--- config.mk ---
export PLATFORM = sky130hd
export DESIGN_NAME = buf_ptr_ctrl
export DESIGN_NICKNAME = d
export VERILOG_FILES = /design/src/rtl/buf_ptr_ctrl.sv
export SDC_FILE = /design/constraint.sdc
export NUM_CORES = 1
export LEC_CHECK = 0
export BUFFER_PORTS_ARGS = -buffer_cell sky130_fd_sc_hd__buf_2
export CORE_MARGIN = 4
export CORE_UTILIZATION = 45
export DETAILED_ROUTE_END_ITERATION = 8
export PLACE_DENSITY = 0.72
export SLEW_MARGIN = 20
export SYNTH_ARGS = -nofsm -noshare
export SYNTH_HDL_FRONTEND = slang
export SYNTH_SLANG_ARGS = --single-unit
export TNS_END_PERCENT = 50
--- constraint.sdc ---
create_clock -name c_clk -period 2.5 [get_ports c_clk]
set_input_delay 0 -clock c_clk [delete_from_list [all_inputs] [get_ports c_clk]]
set_output_delay 0 -clock c_clk [all_outputs]
set_load 0.02 [all_outputs]
--- src/rtl/buf_ptr_ctrl.sv ---
// Pointer controller for a circular buffer: write/read pointers, RAM addressing,
// registered occupancy flags and a burst sequencer that gates the read side.
module buf_ptr_ctrl #(
  parameter int unsigned c_width = 4,
  parameter int unsigned af_thr  = 12
) (
  input  logic               c_clk,
  input  logic               c_reset_n,
  input  logic               clear,
  input  logic               s_valid,
  output logic               s_ready,
  output logic               wr_en,
  output logic [c_width-1:0] wr_addr,
  input  logic               start,
  input  logic [c_width:0]   burst_len,
  output logic               m_valid,
  input  logic               m_ready,
  output logic               rd_en,
  output logic [c_width-1:0] rd_addr,
  output logic [c_width:0]   count,
  output logic               full,
  output logic               empty,
  output logic               almost_full,
  output logic               busy,
  output logic               done
);

  localparam int unsigned PW    = c_width + 1;
  localparam int unsigned DEPTH = 1 << c_width;

  typedef enum logic [1:0] {
    ST_IDLE   = 2'd0,
    ST_ACTIVE = 2'd1,
    ST_DONE   = 2'd2
  } state_e;

  state_e          state_q;
  logic [PW-1:0]   wr_ptr_q, wr_ptr_d;
  logic [PW-1:0]   rd_ptr_q, rd_ptr_d;
  logic [PW-1:0]   count_q, count_d;
  logic [PW-1:0]   remain_q;
  logic            full_q, full_d;
  logic            empty_q, empty_d;
  logic            af_q, af_d;
  logic            busy_q, done_q;

  // Handshake gating of registered state; clear suppresses both transfers.
  assign s_ready     = !full_q;
  assign wr_en       = s_valid & !full_q & !clear;
  assign m_valid     = busy_q & !empty_q;
  assign rd_en       = m_valid & m_ready & !clear;
  assign wr_addr     = wr_ptr_q[c_width-1:0];
  assign rd_addr     = rd_ptr_q[c_width-1:0];
  assign count       = count_q;
  assign full        = full_q;
  assign empty       = empty_q;
  assign almost_full = af_q;
  assign busy        = busy_q;
  assign done        = done_q;

  // Next pointers and flags, derived from the post-edge pointers so flags never lag.
  always_comb begin
    wr_ptr_d = wr_ptr_q;
    rd_ptr_d = rd_ptr_q;
    if (clear) begin
      wr_ptr_d = '0;
      rd_ptr_d = '0;
    end else begin
      wr_ptr_d = wr_ptr_q + PW'(wr_en);
      rd_ptr_d = rd_ptr_q + PW'(rd_en);
    end
    count_d = wr_ptr_d - rd_ptr_d;
    full_d  = (count_d == PW'(DEPTH));
    empty_d = (count_d == '0);
    af_d    = (count_d >= PW'(af_thr));
  end

  always_ff @(posedge c_clk or negedge c_reset_n) begin
    if (!c_reset_n) begin
      wr_ptr_q <= '0;
      rd_ptr_q <= '0;
      count_q  <= '0;
      full_q   <= 1'b0;
      empty_q  <= 1'b1;
      af_q     <= 1'b0;
    end else begin
      wr_ptr_q <= wr_ptr_d;
      rd_ptr_q <= rd_ptr_d;
      count_q  <= count_d;
      full_q   <= full_d;
      empty_q  <= empty_d;
      af_q     <= af_d;
    end
  end

  // Burst sequencer; busy/done are registered alongside the state.
  always_ff @(posedge c_clk or negedge c_reset_n) begin
    if (!c_reset_n) begin
      state_q  <= ST_IDLE;
      remain_q <= '0;
      busy_q   <= 1'b0;
      done_q   <= 1'b0;
    end else if (clear) begin
      state_q  <= ST_IDLE;
      remain_q <= '0;
      busy_q   <= 1'b0;
      done_q   <= 1'b0;
    end else begin
      case (state_q)
        ST_IDLE: begin
          if (start) begin
            remain_q <= burst_len;
            if (burst_len == '0) begin
              state_q <= ST_DONE;
              done_q  <= 1'b1;
            end else begin
              state_q <= ST_ACTIVE;
              busy_q  <= 1'b1;
            end
          end
        end
        ST_ACTIVE: begin
          if (rd_en) begin
            remain_q <= remain_q - PW'(1);
            if (remain_q == PW'(1)) begin
              state_q <= ST_DONE;
              busy_q  <= 1'b0;
              done_q  <= 1'b1;
            end
          end
        end
        ST_DONE: begin
          state_q <= ST_IDLE;
          done_q  <= 1'b0;
        end
        default: begin
          state_q <= ST_IDLE;
          busy_q  <= 1'b0;
          done_q  <= 1'b0;
        end
      endcase
    end
  end

endmodule

==> implementation parameters <==
Parameter                              Value

Power and ir drop
  Leakage    1.018 nW
  Areal power density over the cells    541.0 nW/um^2
  Worst supply voltage drop on vdd    0.3998 mV

Critical path
  Critical Setup Path Class    reg2reg
  Required time of the critical path    2740 ps
  Launching instance or port of the critical path    empty
  Reg-to-reg startpoint    empty
  Top fanout value on the critical path    3
  Startpoint class of the critical path    flip-flop
  Most used cell along the critical path    sky130_fd_sc_hd__nor2b_4
  Capturing element type of the critical path    flip-flop
  Worst path arrival time    2830 ps
  Max incr delay on CP    590 ps
  Highest-delay cell along the critical path    sky130_fd_sc_hd__dfstp_2
  Crit-path cells    nor2b_4 -> nand2_2 -> nor2_4 -> ha_4 -> nor2b_4 -> ha_2 -> fa_2 -> nor2b_1 -> o21ai_2 -> o311ai_4 -> xor2_2 -> buf_4 -> a21o_2
  Reg-to-reg setup timing slack    -90 ps

Placed design
  Routability Congestion    0.8362
  Placed instance area    1790 um^2
  Port Buffer Count    32
  DPL Wire Length    2.475 mm

Logic synthesis
  Number of synthesized register bits    27
  Most used standard cells in the synthesized netlist    sky130_fd_sc_hd__dfrtp_1, sky130_fd_sc_hd__nor2_1, sky130_fd_sc_hd__inv_1
  Synth warn    0
  Post-synthesis instance total    153
  Top flip-flop cell by instance count after synthesis    sky130_fd_sc_hd__dfrtp_1
  Syn avg cell area    9.862 um^2
  Netlist area before placement    1509 um^2
  Synth Area in Adders    0.09619
  Leading cell type by number of instances after synthesis    sky130_fd_sc_hd__dfrtp_1
  Nets in the synthesized netlist    175
  Multiplexer share of the synthesized area    0.02156
  Simple-gate area share of the yosys netlist    0.1849
  Fraction of synthesis flops using an asynchronous set or reset pin    1.000
  Portion of synthesized cell area occupied by the leading cell type    0.4312
  Top cell type by total area after synthesis    sky130_fd_sc_hd__dfrtp_1
  Main combinational cell family by area after synthesis    simple AND/OR/NAND/NOR gates
  Xor/xnor share of the synthesized area    0.06302
  Compound-gate portion of the synthesized area    0.1003
  Number of flops mapped to enable cells by yosys    0
  Sequential-to-total area share from yosys stat    0.4486
  Number of unique standard cell types used by synthesis    38
  Top post-synthesis cells by area    sky130_fd_sc_hd__dfrtp_1, sky130_fd_sc_hd__ha_1, sky130_fd_sc_hd__nor2_1, sky130_fd_sc_hd__buf_4, sky130_fd_sc_hd__inv_1

GRT
  Pin count of the biggest net entering global routing    28
  Number of antenna violations at the first check in global routing    0
  Number of global-route vias before repair    1,243
  Grt ovf    0
  Met2 track utilization from global routing    0.2766
  Global-route met3 utilization    0.02891
  Most crowded layer after global routing    met2
  Met1 track utilization from global routing    0.2199
  First-pass GRT wire length    5.623 mm
  Overall Global Routing Usage    0.1676

Finish
  Sequential cell area    678.2 um^2
  Layout filler cell count    263
  Ratio of cells with drive above 1 in the final layout    0.4213
  Combined area of the multi-input logic cells    859.6 um^2
  Post-synthesis to final-layout area growth    31.76%
  Nets    220
  Design Area, Final    1988 um^2
  Antenna Cells    0

Route
  Post-DR wirelength/cell    14.03 um
  DRC errors left    0
  Routed via count divided by cell count    4.851
  Drt first pass iters    4
  Number of nets with antenna violations after detailed routing    0
  Detailed router's first-iteration violation count    50
  WL final    3.381 mm
  Via total after detailed routing    1,169

Timing
  RSZ-0062 raised after global routing    true
  Setup violations, final    2
  Clock period minus final worst setup slack    2588 ps
  Number of failing hold endpoints at the final stage    0
  Worst slew margin relative to its limit    0.5814
  Worst-Margin Slew    627.9 ps
  Clock Skew    11.67 ps
  Worst Hold Slack    36.13 ps
  Fin crit share    1.035
  Max Fclk    386.5 MHz
  Final worst slack    -87.52 ps
  Max Slew Vio Count    0

Die
  Horiz. Die Dim    65.91 um
  Core Box Area    3128 um^2
  IO Pins    33
  Starting Density    0.4824
  Rows    20
  Die extent in y    65.91 um
  Area of the die    4343 um^2

Hold path
  Start point of the worst hold path    burst_len[0]
  Type of the tightest min-delay check    in2reg

Clocking
  Clock Tree Root    sky130_fd_sc_hd__clkbuf_4
  Clock-pin slew of the registers on the worst-case setup and hold paths    150 ps
  CTS tree    yes
  H-tree lvl count    1
  Num Clock Sinks    27
  Max Root-Sink Buffers    2
  Inserted Clock Buffers    3
  Worst skew pair latency    320 ps

Run status
  Violated checks    negative setup slack
  Status    complete, but fails checks

Flow run
  Number of violations of the max-capacitance limit    0
==> flip-flops by register name (all words and copies together), names as in the netlist <==
signal	count
full	1
busy	1
wr_ptr_q	5
count	5
rd_ptr_q	5
empty	1
state_q	2
remain_q	5
almost_full	1
done	1
==> layout by cell type, fill, tap and decap left out, drive strengths merged, types with 4 or more instances in the layout <==
cell type / count
nand2: 7
a21oi: 6
dfrtp: 26
nor2: 17
nor2b: 5
ha: 10
inv: 15
o21ai: 7
xor2: 4
nand2b: 8
buf: 49
nand3: 5
xnor2: 6
==> path summary, 6_finish.rpt <==
check | to | cells past startpoint
worst min register to register | state_q[1] | 1
max in group asynchronous | busy | 2
worst max-delay path | almost_full | 13
min in group asynchronous | almost_full | 2
worst min-delay path | remain_q[0] | 3
worst max register to register | almost_full | 13
==> metal layers <==
layer | wire length [um] | vias to the layer above
met5 | 0 | -
met4 | 55 | 0
met3 | 137 | 4
met2 | 1703 | 24
met1 | 1484 | 556
li1 | - | 585
==> stage by stage <==
step,power [mW],utilization,setup TNS [ps],std cells,worst slack [ps]
2_1_floorplan,0.7501,-,-516.5,153,-202.8
3_3_place_gp,0.8528,0.5724,-25.27,228,-25.27
3_5_place_dp,0.8665,0.5724,-166.2,228,-114.2
4_1_cts,1.062,0.6080,-145.5,239,-85.22
5_1_grt,1.154,0.6356,-491.3,241,-189.1
6_report,1.076,0.6356,-161.4,241,-87.52
==> critical path, delay by kind of cell (launching register included) <==
| family | cells | cell delay (ps) |
|---|---|---|
| AO/OA/AOI/OAI | 3 | 500 |
| flip-flops | 1 | 590 |
| buffers and inverters | 1 | 160 |
| XOR/XNOR | 1 | 180 |
| AND/OR/NAND/NOR | 5 | 370 |
| adder cells (fa/ha/maj) | 3 | 720 |
==> timing repair <==
item                                    in CTS  in global routing
resized for setup                            6                 10
endpoints found under the setup margin       3                  4
buffers inserted                             5                  2
hold endpoints to repair                    27                  0
hold buffers                                 2                  0
pin swaps                                    8                 10
==> kinds of logic after synthesis <==
family	Yosys count
AO/OA/AOI/OAI	23
multiplexers	3
XOR/XNOR	10
flip-flops	27
buffers and inverters	26
adder cells (fa/ha/maj)	11
AND/OR/NAND/NOR	53
==> power by group <==
group          internal (mW)  total (mW)  leakage (nW)  switching (mW)
Clock                 0.0599       0.189        0.0177           0.130
Combinational          0.162       0.362         0.637           0.200
Sequential             0.485       0.525         0.363          0.0393
Total                  0.707        1.08          1.02           0.369
==> layout make-up <==
| class | count | share of cell area |
|---|---|---|
| Clock buffer | 3 | 0.01133 |
| Clock inverter | 1 | 0.002517 |
| Inverter | 15 | 0.02832 |
| Multi-Input combinational cell | 100 | 0.4323 |
| Sequential cell | 27 | 0.3411 |
| Tap cell | 44 | 0.02769 |
| Timing Repair Buffer | 51 | 0.1567 |
Power figures use the tool's default switching activity.
